$ cat config.mk
export PLATFORM = sky130hd
export DESIGN_NAME = ws2812_pixel_serializer
export DESIGN_NICKNAME = d
export VERILOG_FILES = /design/src/rtl/ws2812_pixel_serializer.sv
export SDC_FILE = /design/constraint.sdc
export NUM_CORES = 1
export LEC_CHECK = 0
export CAP_MARGIN = 20
export CORE_MARGIN = 2
export CORE_UTILIZATION = 60
export DETAILED_ROUTE_END_ITERATION = 10
export DONT_BUFFER_PORTS = 1
export PLACE_DENSITY = 0.76
export SYNTH_ARGS = -nofsm -noshare
export SYNTH_HDL_FRONTEND = slang
export SYNTH_SLANG_ARGS = --single-unit
$ cat constraint.sdc
create_clock -name clk -period 3.4 [get_ports clk]
set_input_delay 1.02 -clock clk [delete_from_list [all_inputs] [get_ports clk]]
set_output_delay 1.02 -clock clk [all_outputs]
set_load 0.02 [all_outputs]
$ cat src/rtl/ws2812_pixel_serializer.sv
// ws2812_pixel_serializer: streams 24-bit pixels MSB-first as WS2812 NRZ bit pulses, then a latch gap
module ws2812_pixel_serializer #(
  parameter int LED_DATA_W = 24,
  parameter int T0H_CYC    = 20,
  parameter int T1H_CYC    = 40,
  parameter int TBIT_CYC   = 63,
  parameter int TRST_CYC   = 15000
) (
  input  logic                  clk,
  input  logic                  reset,
  input  logic [LED_DATA_W-1:0] pix_data,
  input  logic                  pix_valid,
  input  logic                  pix_last,
  output logic                  pix_ready,
  output logic                  led_dout,
  output logic                  busy,
  output logic                  frame_done,
  output logic                  underrun
);
  localparam int MAXC = TBIT_CYC > TRST_CYC ? TBIT_CYC : TRST_CYC;
  localparam int CW = $clog2(MAXC + 1);
  localparam int BW = $clog2(LED_DATA_W + 1);
  localparam logic [CW-1:0] T0H = CW'(T0H_CYC);
  localparam logic [CW-1:0] T1H = CW'(T1H_CYC);
  localparam logic [CW-1:0] TBIT_LAST = CW'(TBIT_CYC - 1);
  localparam logic [CW-1:0] TRST_LAST = CW'(TRST_CYC - 1);
  localparam logic [BW-1:0] BIT_LAST = BW'(LED_DATA_W - 1);
  typedef enum logic [1:0] {IDLE, BIT, LATCH} state_t;
  state_t                state_q, state_d;
  logic [LED_DATA_W-1:0] shift_q, shift_d;
  logic [BW-1:0]         bitcnt_q, bitcnt_d;
  logic                  last_q, last_d;
  logic [CW-1:0]         cyc_q, cyc_d;
  logic                  led_dout_q, led_dout_d;
  assign led_dout = led_dout_q;
  assign busy = state_q != IDLE;
  // next-state, handshake and pulse outputs; dout is precomputed from next-state so it lines up with cyc
  always_comb begin
    pix_ready = state_q == IDLE || (state_q == BIT && cyc_q == TBIT_LAST && bitcnt_q == '0 && !last_q);
    frame_done = state_q == LATCH && cyc_q == TRST_LAST;
    underrun = pix_ready && state_q == BIT && !pix_valid;
    state_d = state_q;
    shift_d = shift_q;
    bitcnt_d = bitcnt_q;
    last_d = last_q;
    cyc_d = cyc_q + 1'b1;
    if (pix_valid && pix_ready) begin
      state_d = BIT;
      shift_d = pix_data;
      last_d = pix_last;
      bitcnt_d = BIT_LAST;
      cyc_d = '0;
    end else if (state_q == IDLE) begin
      cyc_d = cyc_q;
    end else if (frame_done) begin
      state_d = IDLE;
      cyc_d = '0;
    end else if (state_q == BIT && cyc_q == TBIT_LAST) begin
      cyc_d = '0;
      if (bitcnt_q != '0) begin
        shift_d = shift_q << 1;
        bitcnt_d = bitcnt_q - 1'b1;
      end else begin
        state_d = LATCH;
      end
    end
    led_dout_d = state_d == BIT && cyc_d < (shift_d[LED_DATA_W-1] ? T1H : T0H);
  end
  // state and datapath registers
  always_ff @(posedge clk) begin
    if (reset) begin
      state_q <= IDLE;
      shift_q <= '0;
      bitcnt_q <= '0;
      last_q <= 1'b0;
      cyc_q <= '0;
      led_dout_q <= 1'b0;
    end else begin
      state_q <= state_d;
      shift_q <= shift_d;
      bitcnt_q <= bitcnt_d;
      last_q <= last_d;
      cyc_q <= cyc_d;
      led_dout_q <= led_dout_d;
    end
  end
endmodule
==> metrics <==
outcome finished, final reports clean; Slew HR 30.9%; Worst setup SP type flop; top_reg_cell synth dfxtp_1; ys async rst share 0%; Tmin final between 3000 and 4000 ps; Num CTS Buffers 5; LEAKAGE around 0.96 nW; nets@finish 331; Clk pwr share between 30% and 40%; M1 GR Usage a little under a third; CP Data Arrival Time approximately 2000 ps; met3 Use GR under 10%; die area approximately 4700 µm²; Num Clock Sinks between 40 and 50; syn avg cell area between 8 and 9 µm²; maximum root-to-sink buffer count 2; die width ~69 µm; Placement Rows 23; Initial Util a little over three fifths; Area Overhead vs Synth 3.62%; crit share post-route between 80% and 90%; Pwr Density around 420 nW/µm²; DP Area around 2500 µm²; drt via density 6.18; via count 2,146; ant diodes 0; core area just over 4000 µm²; Reg power frac between 50 and 60%; synth warn 0; Final HPWL DP around 4000 µm; IO Pins 33; kind of end point of the critical path primary output; Seq cells post-synth 47; worst hold-check path type reg -> reg; Comb pwr share approximately 11%; global route overflow 0; FF-to-FF setup slack approximately 400 ps; EDFF count, synth 0; mapped cell area between 2000 and 3000 µm²; area leader, netlist dfxtp_1; WL final around 5400 µm; DIE HEIGHT around 69 µm; first-pass GRT wire length 9180 µm; sw frac 23.6%; final hold vios 0; maxcap violations 0; DR iter-0 viols between 150 and 200; setup_tns 0 ps; busiest grt layer met2; distinct cell type count after synthesis 52; worst setup path class reg -> out; Clock Skews approximately 4.8 ps; H-tree lvl count 2; crit path max fanout 5; top area cells in the synthesized netlist dfxtp_1 37%, nor2_1 5.5%, a21oi_1 4.8%, a22oi_1 4.8%, nand2_1 4.8%; final setup fails 0; Routability Congestion a little over 0.8; ANT nets after route 0; Total GRT Usage roughly a quarter; post-CTS setup buffer count 0; Global Route met2 Usage 43.8%; Residual DRC 0; wire length per cell ~16 µm; Sw Pwr approximately 260 µW; post_cts resized 0; initial antenna violation count 0; Internal Power 846 µW; RSZ-0062 raised after global routing no; post-route design area between 2000 and 3000 µm²; Yosys top cell area share between 30% and 40%; syn nets between 300 and 400; filler cell count ~350; sequential area share after synthesis around 37%; CTS root buffer clkbuf_8; fmax roughly 330 MHz; hold buffers post-CTS 0; required time of the critical path 2380 ps; actual slew at the worst max-slew pin around 1000 ps; Initial DRT Pass Iterations 4; maximum vdd drop ~0.22 mV; fraction of layout cells with a size suffix above 1 9.09%; largest net degree at the start of global routing 41; Max Slew Vio Count 0; Clock Latency Late Sink ~300 ps; CTS tree built; final hold slack approximately 450 ps; clock-pin slew on the worst setup and hold paths ~80 ps; Commonest cells post-synth 47 x dfxtp_1, 37 x nor2_1, 32 x nand2_1, 24 x a21oi_1, 17 x nor3_1; vias in the first global route about 2,000; Synth Instances between 300 and 400; most frequent cell after synthesis dfxtp_1; I/O Buffers 0
## critical path, stage by stage (launching register included)
cell      delay, ps
dfxtp_1         400
ha_1            300
nor4bb_1        220
and4_1          300
buf_4           170
and2_1          310
## registers in the layout, summed over array words and instances (netlist names)
| signal | flops |
|---|---|
| bitcnt_q | 5 |
| cyc_q | 14 |
| last_q | 1 |
| led_dout | 1 |
| shift_q | 24 |
| state_q | 2 |
## power by group through the flow
stage	logic, mW	clock network (mW)	registers [mW]
detailed placement	0.122	0	0.611
global route	0.139	0.417	0.602
global placement	0.118	0	0.610
floorplan	0.108	0	0.606
finish	0.120	0.389	0.598
CTS	0.122	0.399	0.598
## layout make-up
type	count	area [µm²]	area share (%)
tap	50	62.6	2.40
sequential	47	941	36.0
clock buffer	6	72.6	2.78
clock inverter	1	30.0	1.15
multi-input combinational	228	1420	54.5
timing repair buffer	7	52.6	2.01
inverter	8	30.0	1.15
## layout by cell type (no fill, tap or decap), drive strengths merged, types with 2 or more instances in the layout
cell type / instances
a311oi: 3
nor2: 37
mux2: 2
or3: 4
a31oi: 2
xnor2: 7
xor2: 5
clkbuf: 6
a211oi: 3
nand3: 7
mux2i: 3
a21oi: 25
o21ai: 8
o41ai: 2
o21a: 3
nor4b: 4
nand2: 33
nor4: 10
a22oi: 16
dfxtp: 47
nand4: 4
and4: 6
and3b: 2
buf: 7
and2: 2
a21o: 3
nor3: 18
ha: 6
inv: 8
## through the flow
step	worst slack [ps]	instances	util [%]	power [mW]
2_1_floorplan	443	303	-	0.715
3_3_place_gp	514	340	62.3	0.728
3_5_place_dp	378	340	62.3	0.732
4_1_cts	350	347	64.8	1.12
5_1_grt	80.2	347	64.8	1.16
6_report	386	347	64.8	1.11
## routing by layer
| metal | vias to the layer above | routed length [µm] | share of wire (%) |
|---|---|---|---|
| met4 | 0 | 95 | 1.8 |
| met2 | 51 | 2670 | 49 |
| met1 | 1011 | 2370 | 44 |
| met5 | - | 0 | 0 |
| li1 | 1078 | - | - |
| met3 | 6 | 273 | 5.0 |
## cell families (layout without fill, tap and decap cells)
group                      count (synthesis)  after routing  share of synthesized area (%)
buffers and inverters                     28             22                           6.21
xor gates and xnor gates                  12             12                           4.17
and+or+nand+nor                          136            136                           28.7
adders and majority gates                  6              6                           2.98
muxes                                      5              5                           2.09
DFF                                       47             47                           37.3
AOI/OAI and AO/OA                         69             69                           18.5
## path summary, 6_finish.rpt
kind / startpoint / to / cells past startpoint
max: cyc_q[1] / frame_done / 5
min: shift_q[20] / shift_q[20] / 2
max reg2reg: cyc_q[0] / led_dout / 11
min reg2reg: shift_q[20] / shift_q[20] / 2
Power figures use the tool's default switching activity.
